$ cat config.mk
export PLATFORM = sky130hd
export DESIGN_NAME = signed_accumulate_dump
export DESIGN_NICKNAME = d
export VERILOG_FILES = /design/src/rtl/signed_acc_pkg.sv /design/src/rtl/signed_accumulate_round_saturate.sv /design/src/rtl/signed_accumulate_dump.sv
export SDC_FILE = /design/constraint.sdc
export NUM_CORES = 1
export LEC_CHECK = 0
export BUFFER_PORTS_ARGS = -buffer_cell sky130_fd_sc_hd__buf_2
export CAP_MARGIN = 20
export CORE_ASPECT_RATIO = 1.4
export CORE_MARGIN = 10
export CORE_UTILIZATION = 30
export DETAILED_ROUTE_END_ITERATION = 8
export GPL_TIMING_DRIVEN = 0
export PLACE_DENSITY = 0.56
export SLEW_MARGIN = 10
export SYNTH_ARGS = -nofsm -noshare
export SYNTH_HDL_FRONTEND = slang
export SYNTH_SLANG_ARGS = --single-unit
export TNS_END_PERCENT = 20
$ cat constraint.sdc
create_clock -name i_clk -period 13.38 [get_ports i_clk]
set_input_delay 4.014 -clock i_clk [delete_from_list [all_inputs] [get_ports i_clk]]
set_output_delay 4.014 -clock i_clk [all_outputs]
set_load 0.03 [all_outputs]
$ cat src/rtl/signed_acc_pkg.sv
// signed_acc_pkg: shared sizing and clamp-limit helpers for the signed accumulate/dump path
// Contents: clog2, acc_width (product width plus growth for NACC terms), sat_max/sat_min of an output width.
package signed_acc_pkg;
  function automatic int clog2(input int n);
    int r;
    r = 0;
    while ((1 << r) < n) r++;
    return r;
  endfunction
  function automatic int acc_width(input int pwidth, input int nacc);
    return pwidth + clog2(nacc);
  endfunction
  function automatic logic signed [63:0] sat_max(input int ow);
    return (64'sd1 <<< (ow - 1)) - 64'sd1;
  endfunction
  function automatic logic signed [63:0] sat_min(input int ow);
    return -(64'sd1 <<< (ow - 1));
  endfunction
endpackage

$ cat src/rtl/signed_accumulate_round_saturate.sv
// round_saturate: round-half-up by SHIFT LSBs, then clamp a signed value into OWIDTH bits
// Ports: i_data (IWIDTH, signed), o_data (OWIDTH, signed result), o_sat (result was clamped).
module round_saturate
  import signed_acc_pkg::*;
#(
  parameter int IWIDTH = 35,
  parameter int SHIFT  = 8,
  parameter int OWIDTH = 24
) (
  input  logic [IWIDTH-1:0] i_data,
  output logic [OWIDTH-1:0] o_data,
  output logic              o_sat
);
  // one guard bit so adding the half-LSB can never wrap
  localparam int RW = IWIDTH + 1;
  localparam logic signed [RW-1:0] MAX = RW'(sat_max(OWIDTH));
  localparam logic signed [RW-1:0] MIN = RW'(sat_min(OWIDTH));
  logic signed [RW-1:0] ext, rnd, shf;
  logic hi, lo;
  assign ext = {i_data[IWIDTH-1], i_data};
  if (SHIFT > 0) begin : g_rnd
    localparam logic signed [RW-1:0] HALF = RW'(1) <<< (SHIFT - 1);
    assign rnd = ext + HALF;
  end else begin : g_nrnd
    assign rnd = ext;
  end
  always_comb begin
    shf    = rnd >>> SHIFT;
    hi     = shf > MAX;
    lo     = shf < MIN;
    o_sat  = hi || lo;
    o_data = hi ? MAX[OWIDTH-1:0] : lo ? MIN[OWIDTH-1:0] : shf[OWIDTH-1:0];
  end
endmodule

$ cat src/rtl/signed_accumulate_dump.sv
// signed_accumulate_dump: integrate NACC signed products, then emit one rounded, saturated result per frame
// Ports: i_clk, i_reset (async, active-high), i_clear (sync frame restart), i_valid/o_ready/i_prod (product in),
//        o_valid/i_ready/o_data (result out). Define SIGNED_ACC_SAT_FLAG_EN to add o_sat (result was clamped).
module signed_accumulate_dump
  import signed_acc_pkg::*;
#(
  parameter int PWIDTH = 33,
  parameter int NACC   = 16,
  parameter int SHIFT  = 8,
  parameter int OWIDTH = 24
) (
  input  logic              i_clk,
  input  logic              i_reset,
  input  logic              i_clear,
  input  logic              i_valid,
  output logic              o_ready,
  input  logic [PWIDTH-1:0] i_prod,
  output logic              o_valid,
  input  logic              i_ready,
  output logic [OWIDTH-1:0] o_data
`ifdef SIGNED_ACC_SAT_FLAG_EN
  ,
  output logic              o_sat
`endif
);
  localparam int AW = acc_width(PWIDTH, NACC);
  localparam int CW = NACC > 1 ? clog2(NACC) : 1;
  localparam logic [CW-1:0] LAST = CW'(NACC - 1);
  logic signed [AW-1:0] acc_q, acc_d, base_acc, sum;
  logic [CW-1:0] cnt_q, cnt_d, base_cnt;
  logic valid_q, valid_d, accept, dump;
  logic [OWIDTH-1:0] data_q, data_d, rs_data;
`ifdef SIGNED_ACC_SAT_FLAG_EN
  logic rs_sat, sat_q;
  assign o_sat = sat_q;
`else
  logic unused_sat;
`endif
  // i_clear restarts the frame before this cycle's sample is folded in
  always_comb begin
    o_ready  = !(cnt_q == LAST && valid_q && !i_ready);
    accept   = i_valid && o_ready;
    base_acc = i_clear ? '0 : acc_q;
    base_cnt = i_clear ? '0 : cnt_q;
    sum      = base_acc + AW'(signed'(i_prod));
    dump     = accept && base_cnt == LAST;
    acc_d    = dump ? '0 : accept ? sum : base_acc;
    cnt_d    = dump ? '0 : accept ? base_cnt + CW'(1) : base_cnt;
    valid_d  = dump || (valid_q && !i_ready);
    data_d   = dump ? rs_data : data_q;
  end
  round_saturate #(.IWIDTH(AW), .SHIFT(SHIFT), .OWIDTH(OWIDTH)) u_rs (
    .i_data(sum),
    .o_data(rs_data),
`ifdef SIGNED_ACC_SAT_FLAG_EN
    .o_sat (rs_sat)
`else
    .o_sat (unused_sat)
`endif
  );
  always_ff @(posedge i_clk or posedge i_reset) begin
    if (i_reset) begin
      acc_q   <= '0;
      cnt_q   <= '0;
      valid_q <= 1'b0;
      data_q  <= '0;
`ifdef SIGNED_ACC_SAT_FLAG_EN
      sat_q   <= 1'b0;
`endif
    end else begin
      acc_q   <= acc_d;
      cnt_q   <= cnt_d;
      valid_q <= valid_d;
      data_q  <= data_d;
`ifdef SIGNED_ACC_SAT_FLAG_EN
      sat_q   <= dump ? rs_sat : sat_q;
`endif
    end
  end
  assign o_valid = valid_q;
  assign o_data  = data_q;
endmodule

==> results of run 1 <==
## flip-flops by register name, indices dropped and copies added (netlist names)
signal   flops
acc_q       37
cnt_q        4
o_data      24
o_valid      1
## report_power, final
group,internal (mW),total [mW],switching (mW),leakage (nW)
Clock,0.148,0.235,0.0873,0.142
Sequential,0.225,0.232,0.00719,0.866
Combinational,0.161,0.442,0.281,2.33
Total,0.533,0.909,0.376,3.34
## per-layer routing
metal / global-route usage / vias up
li1: - / 3175
met1: 0.1711 / 3005
met2: 0.2825 / 141
met3: 0.01889 / 35
met4: 0.05893 / 0
met5: 0 / -
## final cells by class
cell class	instances	area [um^2]
Fill cell	2355	14160
Multi-Input combinational cell	698	4684
Sequential cell	66	1652
Tap cell	297	371.6
Timing Repair Buffer	62	332.8
Buffer	51	247.7
Clock buffer	12	246.5
Inverter	12	47.55
Clock inverter	3	40.04
## cells by family after synthesis
group / synth area share
AND/OR/NAND/NOR: 0.2960
AO/OA/AOI/OAI: 0.2442
flip-flops: 0.2492
buffers and inverters: 0.04416
XOR/XNOR: 0.07795
adder cells (fa/ha/maj): 0.07323
multiplexers: 0.01529
## worst paths after layout
kind                            start         end  slack, ns
max                           i_clear  o_data[19]       3.54
min                        o_data[23]  o_data[23]       0.48
max reg2reg                  acc_q[0]  o_data[19]       8.05
min reg2reg                o_data[23]  o_data[23]       0.48
max in group asynchronous     i_reset   acc_q[33]       9.21
min in group asynchronous     i_reset   o_data[0]       3.64
## worst register-to-register path: stages (launching register included)
cell and delay [ns]:
dfrtp_1 0.35, nor2b_1 0.14, ha_1 0.24, fa_1 0.44, or2_1 0.26, a21oi_1 0.35
nor4_2 0.14, o211ai_2 0.37, a21oi_1 0.14, xor2_1 0.55, nand2_2 0.16, nor4b_1 0.85
nand4_1 0.18, a21oi_1 0.33, a31oi_2 0.25, buf_6 0.22, o311ai_2 0.28
## cell usage after synthesis (all sizes together) (6+ instances only)
| library cell | n |
|---|---|
| xor2 | 28 |
| nand2 | 104 |
| nor4 | 8 |
| and2 | 12 |
| dfrtp | 66 |
| nand4 | 13 |
| xnor2 | 31 |
| or3 | 7 |
| a31oi | 10 |
| ha | 32 |
| nor2b | 48 |
| nor2 | 79 |
| and4 | 7 |
| buf | 21 |
| a31o | 7 |
| and3 | 8 |
| nand2b | 10 |
| clkbuf | 30 |
| a21o | 17 |
| inv | 12 |
| nand3 | 27 |
| o311ai | 18 |
| o21ai | 19 |
| mux2i | 9 |
| a211oi | 13 |
| nor3 | 17 |
| maj3 | 6 |
| o211ai | 12 |
| a21oi | 71 |
| o21bai | 6 |
## through the flow
step | setup WS (ns) | hold slack, ns | power [mW] | util
floorplan | 4.651 | 0.5915 | 0.5581 | -
global placement | 3.271 | 0.4639 | 0.6691 | 0.3354
detailed placement | 3.262 | 0.4758 | 0.6725 | 0.3368
CTS | 3.593 | 0.4875 | 0.9109 | 0.3500
global route | 3.167 | 0.5270 | 0.9649 | 0.3500
finish | 3.541 | 0.4824 | 0.9091 | 0.3500
==> impl_metrics.ini, run 1 <==
[timing]
rsz0062_at_grt = false
finalHoldViolations = 0
layout_worst_path_cycle_share = 0.7354
maxSlewHeadroom = 0.3688
finalSetupViolations = 0
min_period_ns = 9.839
finClkSkew_ns = 0.005719
tightest_slew_ns = 0.9336
slew_viol_final = 0
max_freq_mhz = 101.6
tns_ns = 0

[worst_setup_path]
crit_top_cell = a21oi_1
critical_path.slowest_cell = nor4b_1
r2r_cells = 16
path_class = in -> reg
cp-start-kind = input port
crit_arrival_ns = 10.07
crit_required_ns = 13.61
critical-path-max-stage-delay_ns = 0.85
worstPathMaxFanout = 10
crit_chain = buf_2, buf_4, buf_2, clkbuf_1, nor2b_1, ha_1, fa_1, or2_1, a21oi_1, nor4_2, o211ai_2, a21oi_1, xor2_1, nand2_2, nor4b_1, nand4_1, a21oi_1, a31oi_2, buf_6, o311ai_2
end_kind = flip-flop
crit_buf_inv = 5
cp_top_family = simple AND/OR/NAND/NOR gates
worstSetupPathDepth = 20

[logic_synthesis]
synth_edf_count = 0
yosysTopAreaCellShare = 0.2492
ys.flop_type = dfrtp_1
synth.area.top_cells = dfrtp_1 (25%), ha_1 (6.0%), nand2_1 (5.8%)
synth_area_mm2 = 0.006629
yosysTopAreaCell = dfrtp_1
ys_ff_latch = 66
synth.distinct_cells = 87
synth.yosys.seq_area_share = 0.2492
syn_avg_cell_area_um2 = 8.016
netlist_instances = 827
synth_fp_nets = 898
ys_async_sr_fraction = 1.000
yosysWarnings = 0

[drt]
routed-wl-met2_mm = 11.72
routed.top_layer = met4
drcViolationCount = 0
wl_per_cell_um = 18.51
wl_met1_mm = 9.114
vias = 6356
viasPerCell = 5.292
dr_wl_met3_um = 665
drt_iter0_drc = 465
dr.pass1.iters = 7
detail-route-antenna-nets = 0
drt_wl_total_mm = 22.23

[clock_network]
hold_buffers = 0
ctsResizeCount = 0
cts_setup_buffers = 0
cts_root_buf = clkbuf_16
cts.sinks = 66
path_clk_slew_ns = 0.05
cts_buffer_depth = 2
insertion_delay_ns = 0.34
cts_inserted_buffers = 9
htreeDepth = 3
cts_tree = yes

[floorplan]
core-area_mm2 = 0.02178
dieArea_mm2 = 0.02853
die_x_um = 145.6
die_y_um = 195.9
fp-row-count = 64
io_pins = 64
start_util = 0.3043

[global_routing]
grt_max_degree = 47
grt_pass1_wl_mm = 35.02
antenna_found_initial = 0
grt_pass1_vias = 6236
globalRouteOverflowTotal = 0
track_usage = 0.1517

[pwr]
ir_worst_vdd_mv = 0.05857
power_leakage_nw = 3.337
pwr_density_cell_mw_per_mm2 = 119.3

[layout]
instances_no_fill = 1201
nets = 971
area_growth_pct = 14.99
drive_gt1_frac = 0.1538
mostFrequentLayoutCells = nand2_1 (103), nor2_1 (79), buf_2 (72)
mostFrequentLayoutCell = nand2_1
final_cell_area_mm2 = 0.007622
n_antenna_cell = 0

[placed_design]
post-dp-hpwl_mm = 17.80
place_congestion = 0.9422
port_buffers = 61
place_area_mm2 = 0.007336
placed_cells = 1186

[worst_hold_path]
min_path_cells = 2
hold_path.class = reg -> reg

[run]
maxCapViolCount = 0

[status]
status = completed
Note: power is estimated with default switching activity, not from simulation.
==> run 2: changes to the inputs <==
Settings changed: ABC_AREA set to 1.
Clock period 13.38 ns to 9.62 ns, I/O delays scaled along.
==> impl_metrics.ini, run 2 <==
[worst_setup_path]
r2r-start = acc_q[0]
path_class = in -> reg
cp-start-kind = input port
r2r_setup_slack_ns = 5.74
r2r-end = o_data[17]
crit_arrival_ns = 7.21
end_kind = flip-flop
crit_required_ns = 9.86
worstPathMaxFanout = 10
r2r_cells = 24

[worst_hold_path]
hold_path.startpoint = o_valid
min_path_cells = 2
min_to = o_valid
hold_path.class = reg -> reg

[logic_synthesis]
ys_async_sr_fraction = 1.000
yosysTopAreaCellShare = 0.2203
synth_edf_count = 0
ys.flop_type = dfrtp_1
ys_ff_latch = 66
synth_area_mm2 = 0.007498
netlist_instances = 1213
yosysMostFrequentCell = nand2_1
yosysWarnings = 0
ys_top_cells_by_count = nand2_1 (324), inv_1 (218), nor2_1 (117)
synth.area.top_cells = dfrtp_1 (22%), nand2_1 (16%), inv_1 (11%)
synth.yosys.seq_area_share = 0.2203
yosysTopAreaCell = dfrtp_1
synth_fp_nets = 1284
syn_avg_cell_area_um2 = 6.182
synth.distinct_cells = 46

[placed_design]
place_area_mm2 = 0.008225
place_congestion = 0.9526
port_buffers = 62
post-dp-hpwl_mm = 22.39
dp_slack_ns = 2.364
placed_cells = 1591

[floorplan]
core-area_mm2 = 0.02467
io_pins = 64
die_y_um = 207.1
die_x_um = 153.6
start_util = 0.3039
dieArea_mm2 = 0.03181
fp-row-count = 68

[pwr]
switching_power_uw = 563.2
clockPowerShare = 0.282
power_frac_comb = 0.470
ir_worst_vdd_mv = 0.08751
power_leakage_nw = 4.657
intPower_uw = 702.4
p_seq_frac = 0.248
pwr_density_cell_mw_per_mm2 = 148.2
switching_share = 0.4450
power_mw = 1.266

[drt]
dr.pass1.iters = 7
vias = 7717
drt_wl_total_mm = 27.03
wl_per_cell_um = 16.82
drcViolationCount = 0
drt_iter0_drc = 474
viasPerCell = 4.802
detail-route-antenna-nets = 0

[run]
maxCapViolCount = 0

[global_routing]
grt_pass1_vias = 7712
track_usage = 0.1669
grt_pass1_wl_mm = 41.99
globalRouteOverflowTotal = 0
grt_max_degree = 35
antenna_found_initial = 0

[timing]
slew_viol_final = 0
holdWs_ns = 0.5030
layout_worst_path_cycle_share = 0.7249
setup_ws_ns = 2.646
finalSetupViolations = 0
finClkSkew_ns = 0.005845
tns_ns = 0
rsz0062_at_grt = false
maxSlewHeadroom = 0.3308
finalHoldViolations = 0
min_period_ns = 6.974
max_freq_mhz = 143.4
tightest_slew_ns = 1.004

[layout]
n_antenna_cell = 0
largest_register_ffs = 37
nFillCells = 2837
multi_input_area_mm2 = 0.004791
post-route-util = 0.3461
nets = 1358
drive_gt1_frac = 0.1904
mostFrequentLayoutCells = nand2_1 (324), inv_1 (217), nor2_1 (117)
regArea_mm2 = 0.001652
instances_no_fill = 1607
mostFrequentLayoutCell = nand2_1
regMostFlops = acc_q
final_cell_area_mm2 = 0.008541
area_growth_pct = 13.90

[status]
status = completed

[clock_network]
hold_buffers = 0
cts_inserted_buffers = 9
cts_buffer_depth = 2
path_clk_slew_ns = 0.06
cts_tree = yes
insertion_delay_ns = 0.36
cts.sinks = 66
cts_root_buf = clkbuf_16
htreeDepth = 3
cts_setup_buffers = 0
ctsResizeCount = 0
## run 2: cell types whose count changed in the layout (fill, tap and decap cells not counted), moves of 24 or more
cell,delta
inv_1,+206
xnor2_1,-24
nand2_1,+221
nor2b_1,-46
nor2_1,+38
nand2_2,+52
nand3_1,+53
## run 2: area by class of cell
type / count / area share
Multi-Input combinational cell: 888 / 0.5609
Tap cell: 315 / 0.04615
Clock buffer: 11 / 0.02959
Timing Repair Buffer: 63 / 0.03868
Buffer: 24 / 0.01978
Sequential cell: 66 / 0.1934
Inverter: 235 / 0.1042
Clock inverter: 5 / 0.007325
## run 2: worst max-delay path by stage
| stage | startpoint | to | slack (ns) | cells after the start |
|---|---|---|---|---|
| after floorplan | i_ready | o_ready | 3.36 | 4 |
| after global placement | i_clear | o_data[19] | 2.37 | 25 |
| after detailed placement | i_clear | o_data[17] | 2.36 | 25 |
| after CTS | i_clear | o_data[17] | 2.74 | 25 |
| after global routing | i_clear | o_data[17] | 2.28 | 25 |
| final | i_clear | o_data[17] | 2.65 | 25 |
## run 2: logic make-up (layout without fill, tap and decap cells)
logic type,Yosys count,in the layout,synth area share
simple gates,698,698,0.4397
buf+inv,259,338,0.1408
compound gates,131,131,0.1128
flops,66,66,0.2203
fa+ha+maj,33,33,0.05606
xor+xnor,26,26,0.03037
## run 2: critical path: stages
cell      delay (ns)
buf_6           0.11
clkbuf_1        0.76
nor2_1          0.17
ha_1            0.32
clkbuf_1        0.35
nand2_1         0.18
nor3_2          0.25
nand2_1         0.13
nor3_1          0.15
nand2_1         0.12
nand2_1         0.09
nand2_1         0.06
nand2_1         0.25
nand2_1         0.10
nor2_1          0.11
nand2_1         0.07
nor2_1          0.15
nand3_1         0.09
nand2_1         0.06
nand2_1         0.07
nor2_1          0.09
nand3_1         0.13
a21oi_4         0.23
buf_6           0.21
a21oi_2         0.07
## run 2: per-layer routing
metal  global-route usage  vias up  routed length [um]
li1                     -     3960                   -
met1               0.1712     3511               10400
met2               0.3139      189               14270
met3              0.02011       57                 878
met4              0.09704        0                1482
met5                    0        -                   0
## run 2: power by group through the flow
stage | combinational, mW | clock, mW | sequential (mW)
final | 0.595 | 0.356 | 0.314
after detailed placement | 0.594 | 0 | 0.319
after global placement | 0.588 | 0 | 0.319
after CTS | 0.596 | 0.367 | 0.314
after global routing | 0.662 | 0.375 | 0.317
after floorplan | 0.432 | 0 | 0.317
